[config.mk]
export PLATFORM = sky130hd
export DESIGN_NAME = commit_bus_arbiter_flat
export DESIGN_NICKNAME = d
export VERILOG_FILES = /design/src/rtl/commit_bus_arbiter_pkg.sv /design/src/rtl/commit_bus_arbiter_if.sv /design/src/rtl/commit_bus_arbiter_rr_priority_picker.sv /design/src/rtl/commit_bus_arbiter.sv /design/src/flat_wrapper.sv
export SDC_FILE = /design/constraint.sdc
export NUM_CORES = 1
export LEC_CHECK = 0
export CORE_UTILIZATION = 39
export CTS_BUF_LIST = sky130_fd_sc_hd__clkbuf_2
export DETAILED_ROUTE_END_ITERATION = 12
export HOLD_SLACK_MARGIN = 0.08
export PLACE_DENSITY = 0.85
export SLEW_MARGIN = 10
export SYNTH_ARGS = -nofsm -noshare
export SYNTH_HDL_FRONTEND = slang
export SYNTH_SLANG_ARGS = --single-unit
[constraint.sdc]
create_clock -name Clock -period 3.82 [get_ports Clock]
set_input_delay 0.764 -clock Clock [delete_from_list [all_inputs] [get_ports Clock]]
set_output_delay 0.764 -clock Clock [all_outputs]
set_load 0.005 [all_outputs]
[src/rtl/commit_bus_arbiter_pkg.sv]
// -----------------------------------------------------------------------------
// commit_bus_arbiter_pkg
//
// Shared definitions for the commit/write-back bus: packet width, the bit
// ranges of each packet field, the packed packet view, and a helper that
// assembles a packet from its fields.
//
// Packet layout (MSB .. LSB):
//   RSID[3:0] | WE | DST[7:0] | X[15:0] | Y[15:0] | Z[15:0]
// -----------------------------------------------------------------------------
package commit_bus_arbiter_pkg;

    // Field widths
    localparam int COMMIT_RSID_W  = 4;
    localparam int COMMIT_WE_W    = 1;
    localparam int COMMIT_DST_W   = 8;
    localparam int COMMIT_COORD_W = 16;

    localparam int COMMIT_PACKET_SIZE = COMMIT_RSID_W + COMMIT_WE_W + COMMIT_DST_W
                                      + 3 * COMMIT_COORD_W;

    // Field LSB positions inside a packet
    localparam int COMMIT_Z_LSB    = 0;
    localparam int COMMIT_Y_LSB    = COMMIT_Z_LSB + COMMIT_COORD_W;
    localparam int COMMIT_X_LSB    = COMMIT_Y_LSB + COMMIT_COORD_W;
    localparam int COMMIT_DST_LSB  = COMMIT_X_LSB + COMMIT_COORD_W;
    localparam int COMMIT_WE_LSB   = COMMIT_DST_LSB + COMMIT_DST_W;
    localparam int COMMIT_RSID_LSB = COMMIT_WE_LSB + COMMIT_WE_W;

    // Field MSB positions (inclusive)
    localparam int COMMIT_Z_MSB    = COMMIT_Y_LSB - 1;
    localparam int COMMIT_Y_MSB    = COMMIT_X_LSB - 1;
    localparam int COMMIT_X_MSB    = COMMIT_DST_LSB - 1;
    localparam int COMMIT_DST_MSB  = COMMIT_WE_LSB - 1;
    localparam int COMMIT_WE_MSB   = COMMIT_RSID_LSB - 1;
    localparam int COMMIT_RSID_MSB = COMMIT_PACKET_SIZE - 1;

    // Width of the granted-station index; covers up to 16 stations.
    localparam int GRANT_ID_W   = 4;
    localparam int MAX_STATIONS = 16;

    // Packed view of a packet; member order matches the ranges above.
    typedef struct packed {
        logic [COMMIT_RSID_W-1:0]  rsid;
        logic                      we;
        logic [COMMIT_DST_W-1:0]   dst;
        logic [COMMIT_COORD_W-1:0] x;
        logic [COMMIT_COORD_W-1:0] y;
        logic [COMMIT_COORD_W-1:0] z;
    } commit_packet_t;

    // Assemble a flat packet from its fields.
    function automatic logic [COMMIT_PACKET_SIZE-1:0] makePacket(
        input logic [COMMIT_RSID_W-1:0]  rsid,
        input logic                      we,
        input logic [COMMIT_DST_W-1:0]   dst,
        input logic [COMMIT_COORD_W-1:0] x,
        input logic [COMMIT_COORD_W-1:0] y,
        input logic [COMMIT_COORD_W-1:0] z
    );
        commit_packet_t p;
        p.rsid = rsid;
        p.we   = we;
        p.dst  = dst;
        p.x    = x;
        p.y    = y;
        p.z    = z;
        return p;
    endfunction

endpackage

[src/rtl/commit_bus_arbiter_if.sv]
// -----------------------------------------------------------------------------
// commit_bus_arbiter_if
//
// Bundle between the reservation stations and the commit bus arbiter.
//   iCommitRequest  stations -> arbiter  bit i = station i has a result pending
//   iCommitData     stations -> arbiter  station i packet at [i*PACKET_W +: PACKET_W]
//   iStall          regfile  -> arbiter  write port busy, no grant this cycle
//   oCommitGranted  arbiter  -> stations one-hot, one-cycle grant pulse
//   oCommitValid    arbiter  -> consumers oCommitBus holds a valid packet
//   oCommitBus      arbiter  -> consumers committed packet
//   oLastGrantId    arbiter  -> consumers index of the most recent winner
//
// Modports: master = arbiter side, slave = station/register-file side.
// -----------------------------------------------------------------------------
interface commit_bus_arbiter_if
    import commit_bus_arbiter_pkg::*;
#(
    parameter int NUM_STATIONS = 4,
    parameter int PACKET_W     = COMMIT_PACKET_SIZE
) ();

    logic [NUM_STATIONS-1:0]          iCommitRequest;
    logic [NUM_STATIONS*PACKET_W-1:0] iCommitData;
    logic                             iStall;
    logic [NUM_STATIONS-1:0]          oCommitGranted;
    logic                             oCommitValid;
    logic [PACKET_W-1:0]              oCommitBus;
    logic [GRANT_ID_W-1:0]            oLastGrantId;

    modport master (
        input  iCommitRequest,
        input  iCommitData,
        input  iStall,
        output oCommitGranted,
        output oCommitValid,
        output oCommitBus,
        output oLastGrantId
    );

    modport slave (
        output iCommitRequest,
        output iCommitData,
        output iStall,
        input  oCommitGranted,
        input  oCommitValid,
        input  oCommitBus,
        input  oLastGrantId
    );

endinterface

[src/rtl/commit_bus_arbiter_rr_priority_picker.sv]
// -----------------------------------------------------------------------------
// rr_priority_picker
//
// Purely combinational round-robin picker. Finds the first set bit of elig
// starting at index pointer and wrapping modulo NUM_STATIONS.
//
// Ports:
//   elig          in   NUM_STATIONS  eligible requesters
//   pointer       in   GRANT_ID_W    search start index (< NUM_STATIONS)
//   winnerOneHot  out  NUM_STATIONS  one-hot winner, zero when nothing eligible
//   winnerIdx     out  GRANT_ID_W    binary winner index, zero when nothing eligible
//   anyValid      out  1             at least one eligible requester
// -----------------------------------------------------------------------------
module rr_priority_picker
    import commit_bus_arbiter_pkg::*;
#(
    parameter int NUM_STATIONS = 4
) (
    input  logic [NUM_STATIONS-1:0] elig,
    input  logic [GRANT_ID_W-1:0]   pointer,
    output logic [NUM_STATIONS-1:0] winnerOneHot,
    output logic [GRANT_ID_W-1:0]   winnerIdx,
    output logic                    anyValid
);

    // Work on a fixed 16-bit view so the variable index is always in range
    // regardless of NUM_STATIONS.
    logic [MAX_STATIONS-1:0] eligExt;
    logic [MAX_STATIONS-1:0] oneHotExt;

    assign eligExt = MAX_STATIONS'(elig);

    always_comb begin
        logic [GRANT_ID_W:0] cand;
        cand      = '0;
        oneHotExt = '0;
        winnerIdx = '0;
        anyValid  = 1'b0;
        for (int k = 0; k < NUM_STATIONS; k++) begin
            // pointer < NUM_STATIONS, so one conditional subtract is enough
            // to wrap pointer + k back into range.
            cand = {1'b0, pointer} + (GRANT_ID_W + 1)'(k);
            if (cand >= (GRANT_ID_W + 1)'(NUM_STATIONS)) begin
                cand = cand - (GRANT_ID_W + 1)'(NUM_STATIONS);
            end
            if (!anyValid && eligExt[cand[GRANT_ID_W-1:0]]) begin
                anyValid                          = 1'b1;
                winnerIdx                         = cand[GRANT_ID_W-1:0];
                oneHotExt[cand[GRANT_ID_W-1:0]]   = 1'b1;
            end
        end
    end

    assign winnerOneHot = oneHotExt[NUM_STATIONS-1:0];

endmodule

[src/rtl/commit_bus_arbiter.sv]
// -----------------------------------------------------------------------------
// commit_bus_arbiter
//
// Shares the single commit/write-back bus among NUM_STATIONS reservation
// stations. Each cycle the round-robin picker chooses one eligible requester;
// on the next edge the arbiter pulses its grant for one cycle and registers
// its packet onto the commit bus.
//
// A station granted in cycle t still holds its request during t+1 (it drops
// the request one cycle after seeing the grant), so the current grant vector
// doubles as a hold-off mask that keeps it from being granted twice.
//
// Ports:
//   Clock   in  system clock, rising edge
//   Reset   in  asynchronous, active-high reset; clears every register
//   bus     commit_bus_arbiter_if.master (request/data/stall in,
//           grant/valid/bus/last-id out)
//
// NUM_STATIONS must be in 2..16; the interface instance must use the same
// NUM_STATIONS and PACKET_W as this module.
// -----------------------------------------------------------------------------
module commit_bus_arbiter
    import commit_bus_arbiter_pkg::*;
#(
    parameter int NUM_STATIONS = 4,
    parameter int PACKET_W     = COMMIT_PACKET_SIZE
) (
    input  logic                  Clock,
    input  logic                  Reset,
    commit_bus_arbiter_if.master  bus
);

    // Registered state
    logic [NUM_STATIONS-1:0] grantQ;
    logic                    validQ;
    logic [PACKET_W-1:0]     busQ;
    logic [GRANT_ID_W-1:0]   lastIdQ;
    logic [GRANT_ID_W-1:0]   rotPtr;

    // Selection
    logic [NUM_STATIONS-1:0] holdMask;
    logic [NUM_STATIONS-1:0] elig;
    logic [NUM_STATIONS-1:0] winOneHot;
    logic [GRANT_ID_W-1:0]   winIdx;
    logic                    anyElig;
    logic                    grantFire;
    logic [GRANT_ID_W-1:0]   nextPtr;
    logic [PACKET_W-1:0]     winPacket;

    assign holdMask  = grantQ;
    assign elig      = bus.iCommitRequest & ~holdMask;
    assign grantFire = anyElig & ~bus.iStall;

    rr_priority_picker #(
        .NUM_STATIONS (NUM_STATIONS)
    ) picker (
        .elig         (elig),
        .pointer      (rotPtr),
        .winnerOneHot (winOneHot),
        .winnerIdx    (winIdx),
        .anyValid     (anyElig)
    );

    // Next pointer is the slot after the winner, wrapping at the last station.
    assign nextPtr = (winIdx == GRANT_ID_W'(NUM_STATIONS - 1)) ? '0 : winIdx + 1'b1;

    // AND-OR mux of the station packets keyed by the one-hot winner.
    logic [PACKET_W-1:0] orChain [NUM_STATIONS+1];

    assign orChain[0] = '0;

    for (genvar g = 0; g < NUM_STATIONS; g++) begin : gPktMux
        assign orChain[g+1] = orChain[g]
                            | (winOneHot[g] ? bus.iCommitData[g*PACKET_W +: PACKET_W] : '0);
    end

    assign winPacket = orChain[NUM_STATIONS];

    // Grant/bus register stage: bus payload, pointer and last id only move on
    // a grant; grant and valid are single-cycle pulses.
    always_ff @(posedge Clock or posedge Reset) begin
        if (Reset) begin
            grantQ  <= '0;
            validQ  <= 1'b0;
            busQ    <= '0;
            lastIdQ <= '0;
            rotPtr  <= '0;
        end else if (grantFire) begin
            grantQ  <= winOneHot;
            validQ  <= 1'b1;
            busQ    <= winPacket;
            lastIdQ <= winIdx;
            rotPtr  <= nextPtr;
        end else begin
            grantQ  <= '0;
            validQ  <= 1'b0;
        end
    end

    assign bus.oCommitGranted = grantQ;
    assign bus.oCommitValid   = validQ;
    assign bus.oCommitBus     = busQ;
    assign bus.oLastGrantId   = lastIdQ;

endmodule

[src/flat_wrapper.sv]
// flat-port wrapper written by rule: the top's interface ports become plain ports
module commit_bus_arbiter_flat import commit_bus_arbiter_pkg::*;
#(
    parameter int NUM_STATIONS = 4,
    parameter int PACKET_W     = COMMIT_PACKET_SIZE
)
  (Clock, Reset, bus_iCommitRequest, bus_iCommitData, bus_iStall, bus_oCommitGranted, bus_oCommitValid, bus_oCommitBus, bus_oLastGrantId);
  commit_bus_arbiter_if #(.NUM_STATIONS(NUM_STATIONS), .PACKET_W(PACKET_W)) bus_i ();
  input  logic Clock;
  input  logic Reset;
  input wire logic [$bits(bus_i.iCommitRequest)-1:0] bus_iCommitRequest;
  input wire logic [$bits(bus_i.iCommitData)-1:0] bus_iCommitData;
  input wire logic [$bits(bus_i.iStall)-1:0] bus_iStall;
  output wire logic [$bits(bus_i.oCommitGranted)-1:0] bus_oCommitGranted;
  output wire logic [$bits(bus_i.oCommitValid)-1:0] bus_oCommitValid;
  output wire logic [$bits(bus_i.oCommitBus)-1:0] bus_oCommitBus;
  output wire logic [$bits(bus_i.oLastGrantId)-1:0] bus_oLastGrantId;
  assign bus_i.iCommitRequest = bus_iCommitRequest;
  assign bus_i.iCommitData = bus_iCommitData;
  assign bus_i.iStall = bus_iStall;
  assign bus_oCommitGranted = bus_i.oCommitGranted;
  assign bus_oCommitValid = bus_i.oCommitValid;
  assign bus_oCommitBus = bus_i.oCommitBus;
  assign bus_oLastGrantId = bus_i.oLastGrantId;
  commit_bus_arbiter #(.NUM_STATIONS(NUM_STATIONS), .PACKET_W(PACKET_W)) u_core (.Clock(Clock), .Reset(Reset), .bus(bus_i));
endmodule
Yosys cells after proc, flatten, opt, wreduce, memory -nomap -nowiden
Index checks and enable logic that the tools add are counted.
{"block": "word_totals", "register_bits": 74, "in_bits": 251, "out_inout_bits": 70, "wordCells": 85}
{"block": "op_classes", "addsub": 8, "n_lt_le_gt_ge": 12, "eq_ne": 1, "n_mux": 39, "bitwise_logic": 10, "reduce_logical": 10}
{"op": "$mux 61", "count": 4}
{"op": "$or 61x61->61", "count": 3}
{"op": "$mux 4", "count": 14}
{"op": "$lt 4x5->1 const B", "count": 4}
{"op": "$bmux 1 s4", "count": 4}
{"op": "$demux 1 s4", "count": 4}
{"op": "$ge 4x1->1 const B", "count": 4}
{"op": "$sub 4x3->4 const B", "count": 4}
{"op": "$ge 5x3->1 const B", "count": 3}
{"op": "$mux 1", "count": 13}
{"op": "$or 4x4->4", "count": 3}
{"op": "$add 4x2->5 const B", "count": 2}
{"op": "$logic_and 1x1->1", "count": 7}
{"op": "$add 4x1->5 const B", "count": 1}
{"op": "$add 4x1->4 const B", "count": 1}
{"op": "$and 4x4->4", "count": 1}
{"op": "$eq 4x2->1 const B", "count": 1}
{"op": "$ge 4x3->1 const B", "count": 1}
{"op": "$not 4->4", "count": 1}
{"op": "$logic_not 1->1", "count": 3}
{"op": "$and 1x1->1", "count": 1}
{"op": "$not 1->1", "count": 1}

Depth between registers and ports, before layout
{"block": "depth", "word_depth": 18, "depth_mapped": 15, "depth_no_buf": 15}

By module
Synthesis repeated with hierarchy kept, for this count alone.
{"block": "hier_totals", "hier_cells": 497, "area_unflattened_um2": 4626.9}
{"mod": "commit_bus_arbiter", "instances": 1, "cells_per_inst": 399, "area_each_um2": 3856.2}
{"mod": "rr_priority_picker", "instances": 1, "cells_per_inst": 98, "area_each_um2": 770.7}

Worst setup path after synthesis
OpenSTA, ideal clock, no wires.
{"block": "synth_timing", "path_kind": "register to register", "start": "reg u_core.rotPtr[1]", "end": "reg u_core.busQ[12], in the netlist u_core.bus.oCommitBus[12]", "setup_ps": 88, "t_arrival_ps": 3102, "path_slack_ps": 630, "stages_incl_launch_ff": 14, "path_buffers": 1, "synth_period_minus_slack_ps": 3190, "path_cell_list": "dfrtp_1 -> inv_1 -> ha_1 -> a21oi_1 -> xnor2_1 -> ha_1 -> and2_1 -> o21ai_0 -> o2111ai_1 -> a211o_4 -> nor3b_4 -> buf_2 -> o21ai_0 -> a41oi_1"}
{"block": "synth_via", "elab_chain_len": 18, "elab_cells_between_ends": 68}
{"element": "start, declared", "line_no": "commit_bus_arbiter.sv:38", "rtl": "logic [GRANT_ID_W-1:0] rotPtr;"}
{"element": "start signal, assigned", "line_no": "commit_bus_arbiter.sv:93", "rtl": "rotPtr <= nextPtr;"}
{"element": "branches (longest 18 deep; another with $add 4x1->5)"}
{"element": "end signal, assigned", "line_no": "commit_bus_arbiter.sv:91", "rtl": "busQ <= winPacket;"}
{"element": "end, declared", "line_no": "commit_bus_arbiter.sv:36", "rtl": "logic [PACKET_W-1:0] busQ;"}
Parallel ways; which one is timed is not known. The select of a mux whose other input is x is not followed.
A chain may end at the register's enable or synchronous reset.

Final worst setup path
{"block": "layout_timing", "start": "reg u_core.rotPtr[1]", "end": "reg u_core.busQ[26], in the netlist u_core.bus.oCommitBus[26]"}
Same word-level chain as after synthesis.

==> flow_summary.toml <==
[run_status]
status = "complete, no violations"

[pwr]
p_leak_uw = 0.00339
p_int_uw = 3800
p_clk_share_pct = 6.3
p_sw_share_pct = 50.1
power_uw = 7610
seqPwrFrac_pct = 18.4
switchingPower_uw = 3810
combinationalPowerShare_pct = 75.3
power_density_mw_per_mm2 = 808
ir_worst_vdd_mv = 0.750

[synthesis]
ys_seq_elements = 74
syn_avg_cell_area_um2 = 8.22
yosysWarnings = 0
ys_types = 53
syn_inst = 704
synth_edf_count = 0
yosysSeqAreaShare_pct = 32.0
async_flop_share_pct = 100
syn-cell-area_mm2 = 0.00579
syn-num-nets = 971
synthFlopType = "dfrtp_1"

[finish]
final_common_cell = "clkdlybuf4s50_1"
drive_gt1_share_pct = 7.19
diodes = 0
layout_common_cells = "clkdlybuf4s50_1, o21ai_0, nor2_1, dfrtp_1, and2_1"
area_growth_pct = 62.7
layout.nets = 1263

[global_route]
grt-ovfl-total = 0
grt_pass1_vias = 7025
grt_pass1_wl_um = 36500
grt_use_total_pct = 31.5
antenna_found_initial = 0
grt_max_degree = 49

[floorplan]
ios = 321
die-area_mm2 = 0.0153
die_x_um = 124
rows = 44
core_mm2 = 0.0145
die_y_um = 124
initial_core_util_pct = 39.8

[critical_path]
crit_arrival_ns = 4.04
critical_path.startpoint_type = "flop"
slowest_delay_ns = 0.47
worstSetupPathType = "flop to flop"
endpoint_kind = "flop"
path_cells = "buf_4, ha_1, a21oi_1, xnor2_1, ha_1, and2_1, o21ai_0, o2111ai_2, a211o_4, nor3b_4, buf_6, o21ai_0, a41oi_1"
cp-startpoint = "u_core.rotPtr[1]$_DFFE_PP0P_"
worstPathRequired_ns = 4.34
critPathMaxFanout = 27
crit-reg2reg-launch = "u_core.rotPtr[1]$_DFFE_PP0P_"
cpMaxStageDelayCell = "dfrtp_1"

[route]
drt_iter0_drc = 605
wl_per_cell_um = 21.0
dr.max_layer_used = "met4"
drc = 0
via_per_inst = 6.14
detail_route.first_pass.iterations = 5
vias = 7281
met3_length_um = 2550
ant_nets = 0
wl_met2_um = 11900
met1Wirelength_um = 9450
routed_wl_um = 24800

[timing]
setup_viol = 0
max_freq_ghz = 0.284
skew_ns = 0.0288
hold_violations = 0
setup_tns_ns = 0
tightest_slew_ns = 0.934
rsz0062_at_grt = "no"
period_share_pct = 92.0
period_minus_slack_ns = 3.51
drv_slew = 0
max_slew_margin_pct = 37.8

[cts]
cts_buffers = 9
cts_max_level = 3
cts.sinks = 74
clock-root-buffer = "clkbuf_2"
post-cts-setup-buffer-count = 0
clkTransAtPathRegs_ns = 0.24
clk_latency_ns = 0.60
cts_tree = "yes"
cts.path.max_buffers = 2

[run]
maxCapViolations = 0

[place]
gp_congestion = 0.937
port_buffers = 320
dp.final_hpwl_um = 17900

[min_path]
worstHoldStart = "u_core.bus.oLastGrantId[2]$_DFFE_PP0P_"
min_path_type = "flop to flop"
## synthesized netlist by cell type (all sizes together) (2+ instances only)
cell type	n	share of area (%)
a211o	2	0.45
a21o	2	0.26
a21oi	6	0.71
a221oi	61	9.4
a31oi	7	1.1
a41oi	61	9.2
and2	64	6.9
and3b	2	0.30
buf	21	2.2
clkbuf	51	3.5
dfrtp	74	32
ha	16	3.5
inv	8	0.56
nand2	11	0.71
nand2b	2	0.22
nand3	6	0.52
nand3b	2	0.26
nor2	78	5.1
nor2b	5	0.54
nor3	4	0.35
nor3b	5	1.2
nor4bb	2	0.35
o211ai	5	0.65
o21ai	189	16
o31ai	2	0.35
xnor2	4	0.61
## metal layers
metal	global-route usage [%]	vias up
met5	0	-
met4	16.6	0
met3	7.55	71
met2	52.6	488
met1	37.3	3438
li1	-	3284
## stage by stage
step | setup slack [ns] | cell area [um^2] | utilization, % | hold WS (ns) | cells
3_3_place_gp | 0.449 | 9290 | 63.9 | 0.474 | 1169
4_1_cts | 0.232 | 9410 | 64.7 | 0.523 | 1185
3_5_place_dp | 0.315 | 9290 | 63.9 | 0.473 | 1169
6_report | 0.305 | 9420 | 64.8 | 0.517 | 1185
5_1_grt | 0.0334 | 9420 | 64.8 | 0.536 | 1185
2_1_floorplan | 0.630 | 5790 | - | 0.478 | 704
## what timing repair did
item / in CTS / in global routing
hold endpoints to repair: 0 / 0
gates resized for setup: 0 / 4
endpoints found under the setup margin: 0 / 13
hold buffers: 0 / 0
## power by group through the flow
stage,combinational [uW],clock [uW],sequential (uW)
floorplan,3260,0,1410
global placement,5520,0,1400
detailed placement,5620,0,1410
CTS,5630,495,1390
global route,6200,516,1430
finish,5730,482,1400
## final cells by class
cell class | count | area (um^2)
clock buffers | 9 | 45.0
clock inverters | 7 | 68.8
fillers | 1243 | 5110
inverters | 8 | 33.8
multi-input cells | 550 | 3630
flip-flops and latches | 74 | 1850
well taps | 184 | 230
repair buffers | 353 | 3560
## critical path, delay by kind of cell (launching register included)
kind | cells | cell delay [ns]
AO/OA/AOI/OAI | 6 | 1.37
XOR/XNOR | 1 | 0.19
adder cells (fa/ha/maj) | 2 | 0.52
buffers and inverters | 2 | 0.46
flip-flops | 1 | 0.47
AND/OR/NAND/NOR | 2 | 0.42
## sequential cells by signal, summed over array words and instances (netlist names)
| signal | count |
|---|---|
| u_core.bus.oCommitBus | 61 |
| u_core.bus.oCommitGranted | 4 |
| u_core.bus.oLastGrantId | 4 |
| u_core.rotPtr | 4 |
| u_core.bus.oCommitValid | 1 |
## final timing paths
path,to,slack (ns),depth (start not counted)
worst min-delay path,u_core.bus.oLastGrantId[2]$_DFFE_PP0P_,0.52,1
worst max-delay path,u_core.bus.oCommitBus[26]$_DFFE_PP0P_,0.31,13
worst max register to register,u_core.bus.oCommitBus[26]$_DFFE_PP0P_,0.31,13
worst min register to register,u_core.bus.oLastGrantId[2]$_DFFE_PP0P_,0.52,1
min in group asynchronous,u_core.bus.oCommitBus[35]$_DFFE_PP0P_,0.60,2
max in group asynchronous,u_core.bus.oCommitBus[2]$_DFFE_PP0P_,2.43,3
## cells by family (layout without fill, tap and decap cells)
group | count (synthesis) | after routing | share of synthesized area [%]
AOI/OAI and AO/OA | 340 | 340 | 39.3
and+or+nand+nor | 186 | 186 | 17.5
buffers and inverters | 80 | 377 | 6.29
DFF | 74 | 74 | 32.0
adders and majority gates | 16 | 16 | 3.46
xor gates and xnor gates | 5 | 5 | 0.757
muxes | 3 | 3 | 0.757
(Power assumes the default switching activity.)
